===== src/rtl/decode_stage.sv =====
// decode_stage
// Registered instruction-decode pipeline stage with valid/ready handshakes on
// both sides. Each accepted instruction is split into opcode, destination
// register, source register and immediate; the immediate is sign- or
// zero-extended according to the opcode, and opcodes that are not legal are
// flagged but still passed downstream. A main entry drives the outputs and a
// skid entry absorbs one extra instruction, so the stage sustains one
// instruction per cycle while keeping in_ready a pure register.
//
// Ports:
//   clk, reset         clock and synchronous active-high reset
//   flush              discard all buffered instructions, clear decode_count
//   in_valid/in_ready  upstream handshake, instruction word
//   out_valid/out_ready downstream handshake
//   opcode, reg_dest, reg_source, imm_ext, illegal  decoded fields (registered)
//   decode_count       output handshakes since reset/flush, wraps
module decode_stage #(
    parameter int          INSTRUCTION_WIDTH = 16,
    parameter int          WIDTH_OPCODE      = 4,
    parameter int          REGFILE_ADDR_BITS = 3,
    parameter int          IMMEDIATE_WIDTH   = 6,
    parameter int          DATA_WIDTH        = 16,
    parameter logic [15:0] IMM_SIGNED_MASK   = 16'h00F0,
    parameter logic [15:0] VALID_OP_MASK     = 16'h7FFF,
    parameter int          CNT_WIDTH         = 8
) (
    input  logic                         clk,
    input  logic                         reset,
    input  logic                         flush,
    input  logic                         in_valid,
    output logic                         in_ready,
    input  logic [INSTRUCTION_WIDTH-1:0] instruction,
    output logic                         out_valid,
    input  logic                         out_ready,
    output logic [WIDTH_OPCODE-1:0]      opcode,
    output logic [REGFILE_ADDR_BITS-1:0] reg_dest,
    output logic [REGFILE_ADDR_BITS-1:0] reg_source,
    output logic [DATA_WIDTH-1:0]        imm_ext,
    output logic                         illegal,
    output logic [CNT_WIDTH-1:0]         decode_count
);

    localparam int NUM_OPS   = 1 << WIDTH_OPCODE;
    localparam int MASK_BITS = 16;
    localparam int ENTRY_W   = WIDTH_OPCODE + 2 * REGFILE_ADDR_BITS + DATA_WIDTH + 1;

    // Stored entry after reset: all fields zero, illegal reflects opcode 0.
    localparam logic [ENTRY_W-1:0] ENTRY_RESET = {{(ENTRY_W-1){1'b0}}, ~VALID_OP_MASK[0]};

    localparam logic [1:0] EMPTY = 2'd0;
    localparam logic [1:0] ONE   = 2'd1;
    localparam logic [1:0] TWO   = 2'd2;

    // ------------------------------------------------------------------
    // Per-opcode lookup tables. Opcodes past the end of the 16-bit masks
    // read as 0: zero-extended and illegal.
    // ------------------------------------------------------------------
    logic [NUM_OPS-1:0] signed_tab;
    logic [NUM_OPS-1:0] legal_tab;

    genvar gi;
    generate
        for (gi = 0; gi < NUM_OPS; gi++) begin : g_op_tab
            if (gi < MASK_BITS) begin : g_in_mask
                assign signed_tab[gi] = IMM_SIGNED_MASK[gi];
                assign legal_tab[gi]  = VALID_OP_MASK[gi];
            end else begin : g_out_mask
                assign signed_tab[gi] = 1'b0;
                assign legal_tab[gi]  = 1'b0;
            end
        end
    endgenerate

    // ------------------------------------------------------------------
    // Combinational decode of the incoming word
    // ------------------------------------------------------------------
    logic [WIDTH_OPCODE-1:0]      dec_opcode;
    logic [REGFILE_ADDR_BITS-1:0] dec_dest;
    logic [REGFILE_ADDR_BITS-1:0] dec_source;
    logic [IMMEDIATE_WIDTH-1:0]   dec_imm;
    logic [DATA_WIDTH-1:0]        dec_imm_ext;
    logic                         dec_signed;
    logic                         dec_illegal;
    logic [ENTRY_W-1:0]           dec_entry;

    assign dec_opcode  = instruction[INSTRUCTION_WIDTH-1 -: WIDTH_OPCODE];
    assign dec_dest    = instruction[INSTRUCTION_WIDTH-WIDTH_OPCODE-1 -: REGFILE_ADDR_BITS];
    assign dec_source  = instruction[INSTRUCTION_WIDTH-WIDTH_OPCODE-REGFILE_ADDR_BITS-1 -: REGFILE_ADDR_BITS];
    assign dec_imm     = instruction[IMMEDIATE_WIDTH-1:0];
    assign dec_signed  = signed_tab[dec_opcode];
    assign dec_illegal = ~legal_tab[dec_opcode];

    generate
        if (DATA_WIDTH > IMMEDIATE_WIDTH) begin : g_ext
            assign dec_imm_ext = {{(DATA_WIDTH-IMMEDIATE_WIDTH){dec_signed & dec_imm[IMMEDIATE_WIDTH-1]}}, dec_imm};
        end else begin : g_no_ext
            assign dec_imm_ext = dec_imm;
        end
    endgenerate

    assign dec_entry = {dec_opcode, dec_dest, dec_source, dec_imm_ext, dec_illegal};

    // ------------------------------------------------------------------
    // Two-entry buffer control
    // ------------------------------------------------------------------
    logic [1:0]           state_reg, state_next;
    logic [ENTRY_W-1:0]   main_reg;
    logic [ENTRY_W-1:0]   skid_reg;
    logic                 in_ready_reg;
    logic                 out_valid_reg;
    logic [CNT_WIDTH-1:0] count_reg;

    logic accept;
    logic pop;
    logic load_main_new;
    logic load_main_skid;
    logic load_skid;

    assign accept = in_valid & in_ready_reg;
    assign pop    = out_valid_reg & out_ready;

    always_comb begin
        state_next     = state_reg;
        load_main_new  = 1'b0;
        load_main_skid = 1'b0;
        load_skid      = 1'b0;
        case (state_reg)
            EMPTY: begin
                if (accept) begin
                    state_next    = ONE;
                    load_main_new = 1'b1;
                end
            end
            ONE: begin
                if (accept && !pop) begin
                    state_next = TWO;
                    load_skid  = 1'b1;
                end else if (accept && pop) begin
                    load_main_new = 1'b1;
                end else if (pop) begin
                    state_next = EMPTY;
                end
            end
            TWO: begin
                // in_ready is low here, so only the drain of main can happen
                if (pop) begin
                    state_next     = ONE;
                    load_main_skid = 1'b1;
                end
            end
            default: state_next = EMPTY;
        endcase
        // flush wins over any handshake in the same cycle
        if (flush) begin
            state_next     = EMPTY;
            load_main_new  = 1'b0;
            load_main_skid = 1'b0;
            load_skid      = 1'b0;
        end
    end

    always_ff @(posedge clk) begin
        if (reset) begin
            state_reg     <= EMPTY;
            in_ready_reg  <= 1'b1;
            out_valid_reg <= 1'b0;
            count_reg     <= '0;
            main_reg      <= ENTRY_RESET;
            skid_reg      <= ENTRY_RESET;
        end else begin
            state_reg     <= state_next;
            // handshake flags are registered copies of the next state
            in_ready_reg  <= (state_next != TWO);
            out_valid_reg <= (state_next != EMPTY);
            if (load_main_new) begin
                main_reg <= dec_entry;
            end else if (load_main_skid) begin
                main_reg <= skid_reg;
            end
            if (load_skid) begin
                skid_reg <= dec_entry;
            end
            if (flush) begin
                count_reg <= '0;
            end else if (pop) begin
                count_reg <= count_reg + {{(CNT_WIDTH-1){1'b0}}, 1'b1};
            end
        end
    end

    assign in_ready     = in_ready_reg;
    assign out_valid    = out_valid_reg;
    assign decode_count = count_reg;
    assign {opcode, reg_dest, reg_source, imm_ext, illegal} = main_reg;

endmodule


===== config.mk =====
export PLATFORM = sky130hd
export DESIGN_NAME = decode_stage
export DESIGN_NICKNAME = d
export VERILOG_FILES = /design/src/rtl/decode_stage.sv
export SDC_FILE = /design/constraint.sdc
export NUM_CORES = 1
export LEC_CHECK = 0
export CORE_ASPECT_RATIO = 0.6
export CORE_MARGIN = 1
export CORE_UTILIZATION = 47
export CTS_CLUSTER_SIZE = 16
export DETAILED_ROUTE_END_ITERATION = 8
export PLACE_DENSITY_LB_ADDON = 0.3
export REMOVE_ABC_BUFFERS = 1
export SLEW_MARGIN = 30
export SYNTH_ARGS = -nofsm -noshare
export SYNTH_HDL_FRONTEND = slang
export SYNTH_SLANG_ARGS = --single-unit

===== constraint.sdc =====
create_clock -name clk -period 1.65 [get_ports clk]
set_input_delay 0.165 -clock clk [delete_from_list [all_inputs] [get_ports clk]]
set_output_delay 0.165 -clock clk [all_outputs]
set_load 0.05 [all_outputs]

# Word level (Yosys, flattened, before mapping)
# Memories as Yosys holds them, arrays and structs flattened.
# Cells that the tools add are included.
# word_totals
rom_bits	32
register_bits	66
mem_count	2
# op_classes
n_eq_ne	3
reduce_logical	7
addsub	1
n_bitwise	4
magnitude_cmp	1
muxes	22
# memory_table
memory	words	width	read_ports	rd_clocked_by_memory_dff	wr	line	text
(name not given)	16	1	1	0	0	91	assign dec_illegal = ~legal_tab[dec_opcode];
(name not given)	16	1	1	0	0	90	assign dec_signed = signed_tab[dec_opcode];
# ops
op	count
two-way mux 27 bit	2
two-way mux 1 bit	12
two-way mux 2 bit	6
adder 8 x 1 -> 8 bit, second input constant	1
one-hot mux 2 bit (3 select lines)	1
< comparator 4 x 5 -> 1 bit, second input constant	1
nonzero test 2 bit	2
bitwise AND 1 bit	3
equality test 2 x 1 -> 1 bit, second input constant	1
equality test 2 bit, second input constant	1
logical AND 1 bit	2
logical NOT 2 bit	1
inequality test 2 bit, second input constant	1
one-hot mux 1 bit (2 select lines)	1
OR reduction 2 bit	1
logical NOT 1 bit	1
inverter 1 bit	1

# Longest topological paths before layout
# logic_depth
ltp_word	7
mapped_depth	6

# Worst setup path before layout
# Ideal clock, no wire load.
# synth_timing
path_kind	register to register
start	register in_ready_reg (netlist: in_ready)
end	register main_reg[16]
setup_time_ps	86
path_stages_with_launch	7
t_arrival_ps	1613
required_time_ps	1564
path_slack_ps	-48
cell_sequence	dfxtp_1 -> and3b_1 -> and3b_1 -> buf_2 -> buf_2 -> nor3_1 -> a211oi_1
# synth_between
elab_chain_len	7
word_cells_on_any_way	10
cone_classes	mux: 6; bitwise: 1; reduce/logical: 3
# synth_rtl
item	line	text
start, declared	109	logic in_ready_reg;
start signal, assigned	173	in_ready_reg <= (state_next != TWO);
bitwise AND 1 bit *	119	assign accept = in_valid & in_ready_reg;
logical AND 1 bit	138	end else if (accept && pop) begin
two-way mux 1 bit	138	
two-way mux 1 bit	135	if (accept && !pop) begin
one-hot mux 1 bit (2 select lines) *	127	case (state_reg)
two-way mux 1 bit *	154	if (flush) begin
two-way mux 27 bit / nonzero test 2 bit (equally long branches)	--	
end signal, assigned	176	main_reg <= dec_entry;
end signal, assigned	178	main_reg <= skid_reg;
end, declared	107	logic [ENTRY_W-1:0] main_reg;
# Every way passes the cells marked *; elsewhere a longest branch is shown, timed or not.
# A chain may end at the register's enable or synchronous reset.

# Final worst setup path
# layout_timing
start	register main_reg[6]
end	output port imm_ext[5]
# layout_rtl
item	line	text
end, declared	38	output logic [DATA_WIDTH-1:0] imm_ext,
# No word-level cell between the ends.

==> implementation parameters <==
Parameter                              Value

Run status
  Outcome    completed

Floorplanning
  Boundary Pins    58
  Vertical extent of the die    54.0 um
  Die Width    88.6 um
  Die area    4780 um2
  Core Box Area    4210 um2
  Cell row count    18
  Initial core utilization    between 50 and 60%

Place
  Routability-driven placement congestion ratio    0.812
  Post-placement setup slack    -0.431 ns
  Port Buf Inserts    57
  DPL Wire Length    3260 um
  Post-Place Cell Area    2680 um2

Routing
  Vias/cell    5.12
  First-pass DRT Iterations    4
  Average wire length per cell after detail routing    12.9 um
  Number of design rule violations left after detail routing    0
  DRT iter0 DRCs    just under 80
  Number of nets with antenna violations after detailed routing    0
  Wirelength, routed    about 4500 um
  Total number of vias    1,777

Cells and area
  Fraction of layout cells with a size suffix above 1    18.8%
  Total number of nets in the final design    308
  Final std cell area, no fill    2800 um2
  Number of antenna cells inserted    0
  Synthesis-to-finish area growth    32.4%

Synthesis
  Proportion of synthesized flip-flops having asynchronous set or reset    0%
  Post-Syn Area per Cell    9.15 um2
  Predominant post-synthesis flop cell    dfxtp_1
  Number of enable flip-flop cells after synthesis    0
  Cell Area, Synth    ~2100 um2
  Post-synthesis sequential element count    48
  Synth area leaders    dfxtp_1 45%, mux2i_1 10%, a211oi_1 6.7%, nand2_1 6.7%, a21oi_1 4.0%
  Seq/Total Area, Yosys    a little under half
  Most used standard cell by instance count after synthesis    dfxtp_1
  Most numerous cell types in the synthesized netlist    48 x dfxtp_1, 38 x nand2_1, 22 x mux2i_1
  Share of the synthesized area in the top cell type    45.4%
  Yosys warning total    0
  Cell taking the most area after synthesis    dfxtp_1
  Mapped Cells    231
  Count of distinct cell types in the synthesized netlist    32

CTS
  Post CTS Setup Buffer Count    0
  Number of sinks handled by clock tree synthesis    48
  Number of buffers on the longest clock path    2
  CTS Root Cell    clkbuf_8
  Total clock buffers created by CTS    5
  Clock tree from TritonCTS    yes
  Insertion delay of the later-clocked pin in the worst-skew pair    0.30 ns
  Hold buffers post-CTS    0
  Register clock-pin slew on the reported worst setup and hold paths    0.08 ns
  Deepest level of the CTS H-tree    2

STA
  Least-Margin Pin Slew    0.592 ns
  Number of max-slew violations in the final report    0
  Hold Fails Final Rpt    0
  Max-Slew Margin vs Limit    between 60% and 70%
  Final worst-path cycle share    between 90% and 100%
  Setup repair after global routing missed its margin    no
  Final Setup Violations    0
  Final critical delay including setup and external delays    ~1.6 ns
  F_max    between 600 and 700 MHz
  Post-route worst setup slack    about 0.055 ns
  Skew final    0.00668 ns

Critical path
  Cell with the biggest individual delay on the critical path    clkdlybuf4s50_1
  Buf/Inv on CP    1
  Ordered cell list for the critical path    clkdlybuf4s50_1
  Required time of the critical path    1.48 ns
  Critical Path Fanout Max    2
  WP data arrival    approximately 1.4 ns
  Startpoint types    register
  Top cell family by delay on the critical path    buffers and inverters
  Biggest cell delay along the critical path    around 0.8 ns
  Type of element capturing the critical path    primary output
  Worst Path Class, Setup    reg2out

Job
  Max cap viols    0

Global route
  Maximum number of pins on one net before global-route repair    37
  Overall global routing resource usage    19.7%
  First-pass GRT wire length    between 6000 and 7000 um
  Number of antenna violations at the first check in global routing    0
  Via count of the first global-routing pass    approximately 1,500
  Aggregate global routing overflow    0

Power and ir drop
  Overall Power    2.49 mW
  Total power density per cell area    889 nW/um2
  Peak supply drop    577 uV
  Cell leakage power    1.26 nW

Min path
  Path type of the worst min-delay path    in2reg
==> final cells by class <==
cell class / instances / area, um2
fill: 382 / 1410
multi-input combinational: 156 / 983
sequential: 48 / 961
timing repair buffer: 74 / 681
clock buffer: 6 / 82.6
tap: 60 / 75.1
clock inverter: 2 / 13.8
inverter: 1 / 3.75
==> cells by family (layout without fill, tap and decap cells) <==
logic type,Yosys count,after routing,synth area share (%)
AOI/OAI and AO/OA,40,40,12.5
xor gates and xnor gates,7,7,2.90
adders and majority gates,1,1,0.592
buffers and inverters,27,83,8.46
DFF,48,48,45.4
muxes,22,22,10.4
and+or+nand+nor,86,86,19.7
==> layout by cell type (no fill, tap or decap) <==
| cell | count |
|---|---|
| nor3_1 | 15 |
| inv_6 | 1 |
| clkbuf_8 | 6 |
| ha_1 | 1 |
| a21boi_2 | 1 |
| and4_1 | 1 |
| mux2i_1 | 22 |
| buf_12 | 2 |
| and4bb_1 | 1 |
| nor2_1 | 13 |
| and3b_1 | 3 |
| or2_1 | 2 |
| o31ai_1 | 1 |
| and2_1 | 2 |
| a21oi_1 | 17 |
| and3_1 | 2 |
| xor2_1 | 6 |
| nand2_1 | 38 |
| and4b_1 | 1 |
| nor2_2 | 1 |
| clkinv_2 | 1 |
| inv_1 | 1 |
| dlymetal6s2s_1 | 8 |
| o21bai_1 | 1 |
| a211oi_1 | 19 |
| and4bb_2 | 1 |
| dfxtp_1 | 48 |
| and2b_1 | 1 |
| nand4_1 | 4 |
| buf_4 | 40 |
| clkdlybuf4s50_1 | 24 |
| nand2b_1 | 1 |
| o21ba_4 | 1 |
| xnor2_1 | 1 |
==> through the flow <==
step                std cells  setup TNS (ns)  utilization [%]  hold slack [ns]
floorplan                 205          -27.46                -            0.234
finish                    347               0             66.5            0.444
detailed placement        339           -5.98             63.5            0.448
CTS                       347               0             65.9            0.436
global route              347               0             66.5            0.438
global placement          339           -5.33             63.5            0.441
==> report_power, final <==
group | internal (mW) | switching, mW
sequential | 1.20 | 0.0303
clock | 0.343 | 0.378
combinational | 0.210 | 0.327
==> layer usage <==
layer	wire length, um	GRT usage [%]	vias up
li1	-	-	903
met1	2280	28.4	819
met2	1950	29.5	52
met3	227	5.06	3
met4	16	4.57	0
met5	0	0	-
==> worst paths after layout <==
kind / endpoint / depth (start not counted) / slack, ns / start
min: skid_reg[19] / 3 / 0.44 / instruction[8]
min reg2reg: skid_reg[21] / 2 / 0.46 / skid_reg[21]
max: imm_ext[5] / 1 / 0.06 / main_reg[6]
max reg2reg: main_reg[17] / 4 / 0.14 / state_reg[1]
==> what timing repair did <==
action / in CTS / in global routing
gates resized for setup: 1 / 9
cloned: 0 / 0
setup endpoints to repair: 14 / 10
(Power assumes the default switching activity.)
==> variant 1: new RTL, same flow settings <==
`DATA_WIDTH`: 16 -> 20.
--- a/src/rtl/decode_stage.sv
+++ b/src/rtl/decode_stage.sv
@@ -19,7 +19,7 @@
     parameter int          WIDTH_OPCODE      = 4,
     parameter int          REGFILE_ADDR_BITS = 3,
     parameter int          IMMEDIATE_WIDTH   = 6,
-    parameter int          DATA_WIDTH        = 16,
+    parameter int          DATA_WIDTH        = 20,
     parameter logic [15:0] IMM_SIGNED_MASK   = 16'h00F0,
     parameter logic [15:0] VALID_OP_MASK     = 16'h7FFF,
     parameter int          CNT_WIDTH         = 8
Ports: changed (resized imm_ext); port bits go from 58 to 62. No check against the original RTL was run, so the function may have changed too.
==> variant 1 against the original RTL <==
Total power increased by 9.9%. Sequential cell count unchanged. Worst setup slack got worse by 0.030 ns. Cell area increased by 8.8%. Non-clock buffer count increased by 7. Wire length increased by 12%. Worst hold slack got worse by 0.00092 ns. Sequential share of layout area decreased by 2.8 points. Synthesized area increased by 1.4%. Critical path type unchanged.
==> variant 1: results (changes against the original RTL) <==
[outcome]
status = finished, final reports clean

[timing]
setup_ws_ns = 0.0249  ; -0.0303 ns
max-slew-margin-rel_pct = 60.8  ; +0.34 points
clock_skew_ns = 0.00685  ; +0.000176 ns

[global_route]
first_global_vias = 1509  ; +2.1%
grtUsageTotal_pct = 21.2  ; +1.5 points
antenna_found_initial = 0  ; unchanged
grt_max_degree = 37  ; unchanged
grt_pass1_wl_mm = 7.44  ; +6.6%

[routing]
drtIter0Drc = 50  ; -37%
drt-pass1-iter-count = 4  ; unchanged
drt-total-wl_mm = 5.02  ; +12%
route.vias.total = 1853  ; +4.3%

[synth]
seq_area_frac_synth_pct = 44.8  ; -0.64 points
synthArstFlopShare_pct = 0  ; unchanged
muxShareOfSynthArea_pct = 10.3  ; -0.15 points
netlist_top_cells_count = dfxtp_1, nand2_1, mux2i_1, a211oi_1, a21oi_1
synth_xor_xnor_area_share_pct = 2.86  ; -0.041 points
synth_fa_ha_area_share_pct = 0.583  ; -0.0083 points
ys_warn_count = 0  ; unchanged
yosys.cell_types.count = 32  ; unchanged
synth_compound_area_share_pct = 12.3  ; -0.17 points
yosys-top-cells-area = dfxtp_1, mux2i_1, a211oi_1

[worst_setup_path]
cp_data_arrival_time_ns = 1.46  ; +0.03 ns
crit_family = buffers and inverters
critPathMaxFanout = 2  ; unchanged
slowest_stage = clkdlybuf4s50_1
reg2reg_setup_slack_ns = 0.09  ; -0.05 ns
critPathMaxStageDelay_ns = 0.80  ; about the same

[cts]
clk_pin_slew_worst_paths_ns = 0.09
htree_levels = 2  ; unchanged
numCtsBuffers = 5  ; unchanged
insertion_delay_ns = 0.30  ; about the same
clockBufferDepth = 2  ; unchanged
cts_setup_buffers = 0  ; unchanged
cts_root_buffer = clkbuf_8

[placed_design]
post-place-ws_ns = -0.407  ; +0.0245 ns
routabilityCongestion = 0.806  ; -0.69%
dpl_cell_area_mm2 = 0.00290  ; +8.3%
dp_hpwl_mm = 3.61  ; +11%
port_buffers = 61  ; +7.0%

[power]
leakagePower_nw = 1.33  ; +5.5%
ir_drop_v = 0.000610  ; +5.6%

[min_path]
hold_path_class = input port to flip-flop

[layout]
diodes = 0  ; unchanged
drive_above_1_share_pct = 22.1  ; +3.3 points
final_nets = 315  ; +2.3%

==> variant 1: final timing paths <==
check | start | to | depth (start not counted)
worst min register to register | skid_reg[5] | skid_reg[5] | 2
worst max-delay path | main_reg[30] | opcode[3] | 1
worst max register to register | in_ready | main_reg[26] | 6
worst min-delay path | instruction[10] | skid_reg[25] | 3
==> variant 1: cell type report <==
cell class                 instances  area [µm²]
clock inverter                     2        35.0
sequential                        48         961
fill                             348        1190
clock buffer                       6        72.6
tap                               60        75.1
timing repair buffer              81         901
multi-input combinational        156         998
inverter                           1        3.75
==> variant 1: worst register-to-register path, cell delays in order (launching register included) <==
cell and delay [ns]:
dfxtp_1 0.41, buf_4 0.14, and4bb_1 0.24, nand2b_1 0.11
buf_12 0.17, mux2i_1 0.13, a211oi_1 0.26
==> variant 1: metal layers <==
metal	global-route usage [%]	routed length, µm	vias to the layer above
met5	0	0	-
met4	6.35	47	0
met3	5.43	326	6
met2	34.6	2350	58
met1	28.0	2300	869
li1	-	-	920
==> variant 1: kinds of logic after synthesis <==
| kind of cell | after synthesis |
|---|---|
| AOI/OAI and AO/OA | 40 |
| xor gates and xnor gates | 7 |
| adders and majority gates | 1 |
| buffers and inverters | 31 |
| DFF | 48 |
| muxes | 22 |
| and+or+nand+nor | 86 |
==> variant 1: repair_timing <==
| action | in CTS | in global routing |
|---|---|---|
| setup endpoints to repair | 14 | 9 |
| resized for setup | 1 | 11 |
| endpoints found under the hold margin | 0 | 0 |
==> variant 1: through the flow <==
stage	setup TNS, ns	power, mW	hold WS [ns]	std cells
after floorplan	-54.94	1.60	0.234	205
after global placement	-5.24	1.91	0.441	346
after detailed placement	-7.60	1.92	0.448	346
after CTS	0	2.74	0.440	354
after global routing	0	2.84	0.448	354
final	0	2.74	0.443	354
==> variant 1: power by group <==
part / switching, mW / internal (mW) / total (mW)
clock: 0.387 / 0.450 / 0.837
sequential: 0.0283 / 1.20 / 1.23
combinational: 0.384 / 0.285 / 0.669
total: 0.799 / 1.94 / 2.74
==> variant 2: new RTL, config.mk and constraints unchanged <==
Made on the original files. Make the reset (`reset`) asynchronous in one clocked block. Comments in the files are not updated.
--- a/src/rtl/decode_stage.sv
+++ b/src/rtl/decode_stage.sv
@@ -159,7 +159,7 @@
         end
     end
 
-    always_ff @(posedge clk) begin
+    always_ff @(posedge clk or posedge reset) begin
         if (reset) begin
             state_reg     <= EMPTY;
             in_ready_reg  <= 1'b1;
Formal check against the unedited RTL: differs if reset is asserted again (counterexample within 4 cycles, from zero or initial values and one cycle with reset high); with reset held inactive, the same outputs for 10 cycles.
==> variant 2 against the original RTL <==
Wire length increased by 21%. Synthesized cell count down 6.1%. Sequential cell count did not move. Worst setup slack worse by 0.016 ns. Critical path depth stayed put. Cell area rose by 10%. Count of clock-buffer cells in the layout shrank 1. Synthesized area is 14% higher. Clock skew is 0.0035 ns higher. Register-to-register slack about the same.
Power is not compared: it rests on default switching activity, and its combinational part moved more than twofold at a synthesized area within 25%.
==> variant 2: results (changes against the original RTL) <==
[placed_design]
post-place-cells = 329  ; -2.9%
routabilityCongestion = 0.730  ; -10%
port_buffers = 57  ; unchanged
dp_hpwl_mm = 3.88  ; +19%

[worst_setup_path]
reg2reg_setup_slack_ns = 0.14  ; about the same
cp-startpoint = main_reg[2]
worst_r2r_endpoint = skid_reg[25]
slowest_stage = clkdlybuf4s50_1
reg2reg_from = in_ready
cp_data_arrival_time_ns = 1.45  ; +0.02 ns

[global_route]
grtUsageTotal_pct = 21.6  ; +1.9 points
grt_max_degree = 49  ; +32%
grt_pass1_wl_mm = 8.90  ; +28%
first_global_vias = 1865  ; +26%
antenna_found_initial = 0  ; unchanged

[routing]
drtIter0Drc = 136  ; +72%
wire_per_inst_um = 16.1  ; +25%
routed_via_density = 5.65  ; +10%

[synth]
synth_area_leader_cell = dfrtp_1
yosys.cell_types.count = 40  ; +25%
yosys-top-cells-area = dfrtp_1, nand3b_1, o21ai_0
ys_warn_count = 0  ; unchanged
synthArstFlopShare_pct = 100  ; +100 points
netlist_top_cells_count = dfrtp_1, o21ai_0, nand3b_1, nor3_1, mux2_1
seq_area_frac_synth_pct = 49.9  ; +4.4 points
avgSynthCellArea_um2 = 11.1  ; +21%

[layout]
drive_above_1_share_pct = 28.5  ; +9.7 points
fin_cells = 337  ; -2.9%
n_fill_cell = 411  ; +7.6%
final_nets = 295  ; -4.2%

[cts]
cts_setup_buffers = 0  ; unchanged
cts_hold_buf = 0  ; unchanged
insertion_delay_ns = 0.31
clk_pin_slew_worst_paths_ns = 0.10  ; +0.02 ns
htree_levels = 2  ; unchanged

[power]
p_switching_mw = 1.50

[timing]
holdWs_ns = 0.205  ; -0.239 ns
clock_skew_ns = 0.0101  ; +0.00345 ns
worst_pin_slew_ns = 0.514  ; -0.0778 ns

[outcome]
status = finished, final reports clean

[min_path]
hold_path_class = input port to asynchronous set/reset pin

variant 2: metal layers:
layer | wire length, µm | vias up | track usage [%]
li1 | - | 904 | -
met1 | 2700 | 929 | 32.4
met2 | 2340 | 64 | 31.0
met3 | 310 | 8 | 4.67
met4 | 68 | 0 | 7.58
met5 | 0 | - | 0
variant 2: worst max-delay path by stage:
stage	slack, ns	cells past startpoint	end
after floorplan	-2.38	2	main_reg[16]
after global placement	-0.09	4	decode_count[7]
after detailed placement	-0.12	6	main_reg[25]
after CTS	0.00008	1	opcode[1]
after global routing	0.003	1	imm_ext[1]
final	0.04	1	imm_ext[1]
variant 2: cell type report:
type                       instances  area [µm²]  share of cell area [%]
sequential                        48        1200                    39.0
clock inverter                     3        23.8                   0.771
tap                               63        78.8                    2.56
multi-input combinational        138        1020                    33.0
timing repair buffer              76         677                    22.0
inverter                           4        15.0                   0.487
clock buffer                       5        68.8                    2.23
variant 2: cell families after synthesis:
family          share of synthesized area [%]
compound gates                           16.3
xor+xnor                                0.727
fa+ha+maj                               0.519
simple gates                             16.0
mux                                      8.41
buf+inv                                  8.15
flops                                    49.9
variant 2: what timing repair did:
action,in CTS,in global routing
gates resized for setup,3,6
endpoints found under the setup margin,3,6
hold endpoints to repair,0,0
variant 2: power groups by stage:
stage	clock network (mW)	logic (mW)	registers, mW
floorplan	0	0.357	2.20
global placement	0	1.44	1.63
detailed placement	0	1.46	1.64
CTS	0.740	1.45	1.62
global route	0.797	1.51	1.65
finish	0.721	1.43	1.62
variant 2: through the flow:
step	setup slack, ns	area, µm²
2_1_floorplan	-2.38	2230
6_report	0.0394	3080
5_1_grt	0.00282	3080
4_1_cts	0.0000804	3070
3_3_place_gp	-0.0869	2980
3_5_place_dp	-0.117	2980
